**src/rtl/alu_pkg.sv**
```systemverilog
// rtl/alu_pkg.sv - shared ALU encodings, funct codes and state types
package alu_pkg;

    localparam logic [1:0] ALUOP_ADD   = 2'b00;
    localparam logic [1:0] ALUOP_SUB   = 2'b01;
    localparam logic [1:0] ALUOP_RTYPE = 2'b10;
    localparam logic [1:0] ALUOP_RSVD  = 2'b11;

    localparam logic [5:0] F_MFHI  = 6'h10;
    localparam logic [5:0] F_MFLO  = 6'h12;
    localparam logic [5:0] F_MULT  = 6'h18;
    localparam logic [5:0] F_MULTU = 6'h19;
    localparam logic [5:0] F_DIV   = 6'h1A;
    localparam logic [5:0] F_DIVU  = 6'h1B;
    localparam logic [5:0] F_ADD   = 6'h20;
    localparam logic [5:0] F_ADDU  = 6'h21;
    localparam logic [5:0] F_SUB   = 6'h22;
    localparam logic [5:0] F_SUBU  = 6'h23;
    localparam logic [5:0] F_AND   = 6'h24;
    localparam logic [5:0] F_OR    = 6'h25;
    localparam logic [5:0] F_XOR   = 6'h26;
    localparam logic [5:0] F_NOR   = 6'h27;
    localparam logic [5:0] F_SLT   = 6'h2A;
    localparam logic [5:0] F_SLTU  = 6'h2B;

    typedef enum logic [3:0] {
        CTRL_ADD,
        CTRL_SUB,
        CTRL_AND,
        CTRL_OR,
        CTRL_XOR,
        CTRL_NOR,
        CTRL_SLT,
        CTRL_SLTU,
        CTRL_MFHI,
        CTRL_MFLO,
        CTRL_MULDIV,
        CTRL_NONE
    } alu_ctrl_t;

    typedef enum logic [1:0] {
        IDLE,
        RUN,
        FIN
    } md_state_t;

endpackage

```
**src/rtl/muldiv_unit.sv**
```systemverilog
// rtl/muldiv_unit.sv - iterative shift-add multiplier / restoring divider owning HI/LO
module muldiv_unit
    import alu_pkg::*;
#(
    parameter int WIDTH = 32
) (
    input  logic             clk,
    input  logic             rst,
    input  logic             start,
    input  logic [1:0]       op,
    input  logic [WIDTH-1:0] a,
    input  logic [WIDTH-1:0] b,
    output logic             busy,
    output logic             done,
    output logic [WIDTH-1:0] hi,
    output logic [WIDTH-1:0] lo
);

    localparam int CW = $clog2(WIDTH);
    localparam logic [CW-1:0] CNT_LAST = CW'(WIDTH - 1);

    md_state_t        state;
    logic [CW-1:0]    cnt;
    logic             is_div;
    logic             neg_res;
    logic             neg_rem;
    logic             div_zero;
    logic [WIDTH-1:0] a_lat;
    logic [WIDTH-1:0] opnd;
    logic [WIDTH-1:0] acc_hi;
    logic [WIDTH-1:0] acc_lo;

    // op[0] set means the unsigned variant; op[1] set means divide
    logic             sgn;
    logic [WIDTH-1:0] a_mag;
    logic [WIDTH-1:0] b_mag;

    assign sgn   = ~op[0];
    assign a_mag = (sgn && a[WIDTH-1]) ? -a : a;
    assign b_mag = (sgn && b[WIDTH-1]) ? -b : b;

    logic [WIDTH:0]     add_sum;
    logic [WIDTH:0]     shifted;
    logic [WIDTH:0]     trial;
    logic [WIDTH-1:0]   step_hi;
    logic [WIDTH-1:0]   step_lo;
    logic [2*WIDTH-1:0] prod;
    logic [2*WIDTH-1:0] prod_fix;
    logic [WIDTH-1:0]   fin_hi;
    logic [WIDTH-1:0]   fin_lo;

    assign add_sum = {1'b0, acc_hi} + {1'b0, opnd};
    assign shifted = {acc_hi, acc_lo[WIDTH-1]};
    assign trial   = shifted - {1'b0, opnd};

    // One iteration: mul shifts the partial product right, div shifts the remainder left
    always_comb begin
        step_hi = acc_hi;
        step_lo = acc_lo;
        if (is_div) begin
            if (!trial[WIDTH]) begin
                step_hi = trial[WIDTH-1:0];
                step_lo = {acc_lo[WIDTH-2:0], 1'b1};
            end else begin
                step_hi = shifted[WIDTH-1:0];
                step_lo = {acc_lo[WIDTH-2:0], 1'b0};
            end
        end else if (acc_lo[0]) begin
            step_hi = add_sum[WIDTH:1];
            step_lo = {add_sum[0], acc_lo[WIDTH-1:1]};
        end else begin
            step_hi = {1'b0, acc_hi[WIDTH-1:1]};
            step_lo = {acc_hi[0], acc_lo[WIDTH-1:1]};
        end
    end

    assign prod     = {step_hi, step_lo};
    assign prod_fix = neg_res ? -prod : prod;

    // Sign correction and divide-by-zero override applied to the final step result
    always_comb begin
        fin_hi = prod_fix[2*WIDTH-1:WIDTH];
        fin_lo = prod_fix[WIDTH-1:0];
        if (is_div) begin
            if (div_zero) begin
                fin_hi = a_lat;
                fin_lo = '1;
            end else begin
                fin_hi = neg_rem ? -step_hi : step_hi;
                fin_lo = neg_res ? -step_lo : step_lo;
            end
        end
    end

    // Engine FSM; HI/LO and done are written on the last RUN step so FIN shows them
    always_ff @(posedge clk) begin
        if (rst) begin
            state    <= IDLE;
            cnt      <= '0;
            busy     <= 1'b0;
            done     <= 1'b0;
            hi       <= '0;
            lo       <= '0;
            is_div   <= 1'b0;
            neg_res  <= 1'b0;
            neg_rem  <= 1'b0;
            div_zero <= 1'b0;
            a_lat    <= '0;
            opnd     <= '0;
            acc_hi   <= '0;
            acc_lo   <= '0;
        end else begin
            done <= 1'b0;
            case (state)
                IDLE, FIN: begin
                    if (start) begin
                        state    <= RUN;
                        busy     <= 1'b1;
                        cnt      <= '0;
                        is_div   <= op[1];
                        neg_res  <= sgn & (a[WIDTH-1] ^ b[WIDTH-1]);
                        neg_rem  <= sgn & a[WIDTH-1];
                        div_zero <= (b == '0);
                        a_lat    <= a;
                        opnd     <= b_mag;
                        acc_hi   <= '0;
                        acc_lo   <= a_mag;
                    end else begin
                        state <= IDLE;
                    end
                end
                RUN: begin
                    acc_hi <= step_hi;
                    acc_lo <= step_lo;
                    cnt    <= cnt + CW'(1);
                    if (cnt == CNT_LAST) begin
                        hi    <= fin_hi;
                        lo    <= fin_lo;
                        done  <= 1'b1;
                        busy  <= 1'b0;
                        state <= FIN;
                    end
                end
                default: begin
                    state <= IDLE;
                    busy  <= 1'b0;
                end
            endcase
        end
    end

endmodule

```
**src/rtl/alu_muldiv.sv**
```systemverilog
// rtl/alu_muldiv.sv - execute-stage ALU with optional mult/div engine (ALU_MULDIV_EN)
module alu_muldiv
    import alu_pkg::*;
#(
    parameter int WIDTH = 32
) (
    input  logic             clk,
    input  logic             rst,
    input  logic [WIDTH-1:0] a,
    input  logic [WIDTH-1:0] b,
    input  logic [1:0]       Alu_op,
    input  logic [5:0]       funct,
    input  logic             start,
    output logic             zero,
    output logic [WIDTH-1:0] result,
    output logic             busy,
    output logic             done,
    output logic [WIDTH-1:0] hi,
    output logic [WIDTH-1:0] lo
);

    alu_ctrl_t        ctrl;
    logic [WIDTH-1:0] sum;
    logic [WIDTH-1:0] diff;
    logic             lt_s;
    logic             lt_u;

    // Decode main-control class and R-type funct into a single operation code
    always_comb begin
        ctrl = CTRL_ADD;
        case (Alu_op)
            ALUOP_ADD: ctrl = CTRL_ADD;
            ALUOP_SUB: ctrl = CTRL_SUB;
            ALUOP_RTYPE: begin
                case (funct)
                    F_ADD, F_ADDU: ctrl = CTRL_ADD;
                    F_SUB, F_SUBU: ctrl = CTRL_SUB;
                    F_AND:         ctrl = CTRL_AND;
                    F_OR:          ctrl = CTRL_OR;
                    F_XOR:         ctrl = CTRL_XOR;
                    F_NOR:         ctrl = CTRL_NOR;
                    F_SLT:         ctrl = CTRL_SLT;
                    F_SLTU:        ctrl = CTRL_SLTU;
`ifdef ALU_MULDIV_EN
                    F_MFHI:        ctrl = CTRL_MFHI;
                    F_MFLO:        ctrl = CTRL_MFLO;
                    F_MULT, F_MULTU, F_DIV, F_DIVU: ctrl = CTRL_MULDIV;
`endif
                    default:       ctrl = CTRL_NONE;
                endcase
            end
            default: ctrl = CTRL_ADD;
        endcase
    end

    assign sum  = a + b;
    assign diff = a - b;
    assign lt_s = $signed(a) < $signed(b);
    assign lt_u = a < b;

`ifdef ALU_MULDIV_EN
    logic md_start;

    assign md_start = start & (ctrl == CTRL_MULDIV);

    muldiv_unit #(
        .WIDTH(WIDTH)
    ) u_muldiv (
        .clk   (clk),
        .rst   (rst),
        .start (md_start),
        .op    (funct[1:0]),
        .a     (a),
        .b     (b),
        .busy  (busy),
        .done  (done),
        .hi    (hi),
        .lo    (lo)
    );
`else
    logic unused_inputs;

    assign unused_inputs = ^{clk, rst, start};
    assign busy = 1'b0;
    assign done = 1'b0;
    assign hi   = '0;
    assign lo   = '0;
`endif

    // Single-cycle result mux; mult/div launches and unknown functs read as zero
    always_comb begin
        result = '0;
        case (ctrl)
            CTRL_ADD:  result = sum;
            CTRL_SUB:  result = diff;
            CTRL_AND:  result = a & b;
            CTRL_OR:   result = a | b;
            CTRL_XOR:  result = a ^ b;
            CTRL_NOR:  result = ~(a | b);
            CTRL_SLT:  result = {{(WIDTH-1){1'b0}}, lt_s};
            CTRL_SLTU: result = {{(WIDTH-1){1'b0}}, lt_u};
            CTRL_MFHI: result = hi;
            CTRL_MFLO: result = lo;
            default:   result = '0;
        endcase
    end

    assign zero = (result == '0);

endmodule

```
**config.mk**
```make
export PLATFORM = sky130hd
export DESIGN_NAME = alu_muldiv
export DESIGN_NICKNAME = d
export VERILOG_FILES = /design/src/rtl/alu_pkg.sv /design/src/rtl/muldiv_unit.sv /design/src/rtl/alu_muldiv.sv
export SDC_FILE = /design/constraint.sdc
export NUM_CORES = 1
export LEC_CHECK = 0
export CORE_ASPECT_RATIO = 1.2
export CORE_MARGIN = 10
export CORE_UTILIZATION = 40
export DETAILED_ROUTE_END_ITERATION = 7
export GPL_ROUTABILITY_DRIVEN = 0
export PLACE_DENSITY = 0.71
export SYNTH_ARGS = -nofsm -noshare
export SYNTH_HDL_FRONTEND = slang
export SYNTH_SLANG_ARGS = --single-unit
export TNS_END_PERCENT = 5
```
**constraint.sdc**
```tcl
create_clock -name vclk -period 11.6
set_input_delay 3.48 -clock vclk [all_inputs]
set_output_delay 3.48 -clock vclk [all_outputs]
set_load 0.03 [all_outputs]
```
==> out/results.ini <==
[status]
run_status=finished clean

[layout]
nClkBuffers=0
regArea_um2=0
nNetsFinal=1295
syn2layout_area_growth_pct=19.9
seq_cell_count=0
n_antenna_cell=0
utilization_pct=49.3
finalNonFillerCells=1328
nFillCells=1718
drive_above_1_share_pct=9.50

[worst_setup_path]
end_kind=output port
required_ns=8.12
crit_chain=clkdlybuf4s50_1 -> inv_1 -> ha_1 -> or4_1 -> or4_1 -> a21oi_1 -> nor3_1 -> o41ai_2 -> buf_4 -> a2bb2oi_1 -> nand4b_1 -> a2111oi_1 -> or4b_2 -> nor4_2 -> buf_4
cp_slowest_stage_delay_ns=0.67
arrival_ns=8.12
cp_num_buf_inv=4
crit_family=simple AND/OR/NAND/NOR gates
cp_max_fo=3
path_class=in -> out
cpMaxStageDelayCell=or4b_2
crit_path_start_kind=primary input

[global_route]
grt-ovfl-total=0
antenna_found_initial=0
grt_max_degree=21
grt_pass1_wl_mm=41.0
grt_pass1_vias=7931
grtUsageTotal_pct=21.4

[power_and_ir_drop]
combPwrFrac_pct=100.0
p_clk_share_pct=0
power.density_nw_per_um2=65.7
swShare_pct=61.9
pwr-share-seq_pct=0
vdd_ir_drop_max_v=0.0000519
p_switching_mw=0.329
power_leakage_nw=3.67
p_int_mw=0.202

[routing]
via_per_inst=6.20
vias=8240
wire_per_inst_um=19.9
drt_pass1_iterations=8
drc_errors=0
antenna_left=0
wl_mm=26.5
drt_iter0_markers=1302

[hold_path]
hold_class=in -> out

[yosys]
yosysTopAreaCellShare_pct=18.5
ys_warn_count=0
syn_area_um2=6750
ys_types=94
synthTopCellsByArea=ha_1 (19%), buf_4 (7.3%), a21oi_1 (6.6%)
yosysMostFrequentCell=inv_1
ys_seq_area_share_pct=0
synthCells=1002
synthTopCellsByCount=inv_1 (101), ha_1 (100), a21oi_1 (89), nor2_1 (86), buf_4 (66)
synth_top_area_cell=ha_1
avgSynthCellArea_um2=6.73

[sta]
hold_viol_final=0
tns_ns=0
setup_slack_ns=0.00277
slew_viol_final=0
fin_crit_sh_pct=100
setup_violations=0
fin_crit_ns=11.60
tightest_slew_ns=0.972
fmax_mhz=86.2
slew_headroom_pct=35.2

[clocking]
cts_setup_buffers=0
postCtsHoldBufs=0

[place]
dp.cells=1328
port_buffers=105
pre_cts_ws_ns=0.00554
hpwl_mm=21.7

[floorplanning]
coreArea_um2=16400
die-area_um2=22500
start_util_pct=41.1
rows=51
die_w_um=139
io_pins=174
die_height_um=162

[job]
cap_violations=0

## cells in the final DEF (no fill, tap or decap), drive strengths merged, types with 19 or more instances in the layout
cell           count
clkdlybuf4s50    103
inv              102
ha               100
a21oi             90
nor2              87
conb              66
buf               66
nand2             59
o21ai             52
nor3              31
o211ai            21
a21o              20
a211oi            19
nand3             19
## cells by family after synthesis
| group | after synthesis | synth area share (%) |
|---|---|---|
| AND/OR/NAND/NOR | 294 | 22.6 |
| XOR/XNOR | 20 | 2.60 |
| buffers and inverters | 223 | 16.6 |
| multiplexers | 12 | 1.84 |
| other | 1 | 0.0556 |
| adder cells (fa/ha/maj) | 103 | 19.3 |
| AO/OA/AOI/OAI | 349 | 37.1 |
## tightest hold or removal path: cells and delay by family
family | cells | cell delay [ns]
buf+inv | 2 | 0.64
simple gates | 2 | 0.21
compound gates | 1 | 0.11
fa+ha+maj | 1 | 0.19
## power groups by stage
stage	Combinational [mW]	Sequential, mW	Clock (mW)
4_1_cts	0.516	0	0
6_report	0.531	0	0
2_1_floorplan	0.345	0	0
3_3_place_gp	0.509	0	0
5_1_grt	0.567	0	0
3_5_place_dp	0.513	0	0
## what timing repair did
item	in CTS	in global routing
endpoints found under the setup margin	1	1
pin swaps	0	1
resized for setup	1	7
## layer usage
layer | vias up | wire, um | track usage (%) | share of wire (%)
met4 | 0 | 1490 | 10.7 | 5.6
met3 | 113 | 3060 | 4.35 | 12
li1 | 3802 | - | - | -
met1 | 3715 | 9830 | 25.0 | 37
met5 | - | 0 | 0 | 0
met2 | 610 | 12100 | 36.4 | 46
## cell type report
cell class                      instances  area [um2]  area share [%]
Inverter                              103         387            4.78
Timing Repair Buffer                  169        1530            18.9
Multi-Input combinational cell        844        5910            73.1
Tap cell                              212         265            3.28
## stage by stage
| step | hold WS (ns) | power (mW) | area, um2 |
|---|---|---|---|
| after floorplan | 7.36 | 0.345 | 6990 |
| after global placement | 8.11 | 0.509 | 8060 |
| after detailed placement | 8.12 | 0.513 | 8060 |
| after CTS | 8.12 | 0.516 | 8060 |
| after global routing | 8.18 | 0.567 | 8090 |
| final | 8.11 | 0.531 | 8090 |
## final timing paths
path                   end  slack (ns)  cells after the start   from
worst max-delay path  zero       0.003                     15  a[10]
worst min-delay path  zero        8.11                      6  b[30]
Power figures use the tool's default switching activity.
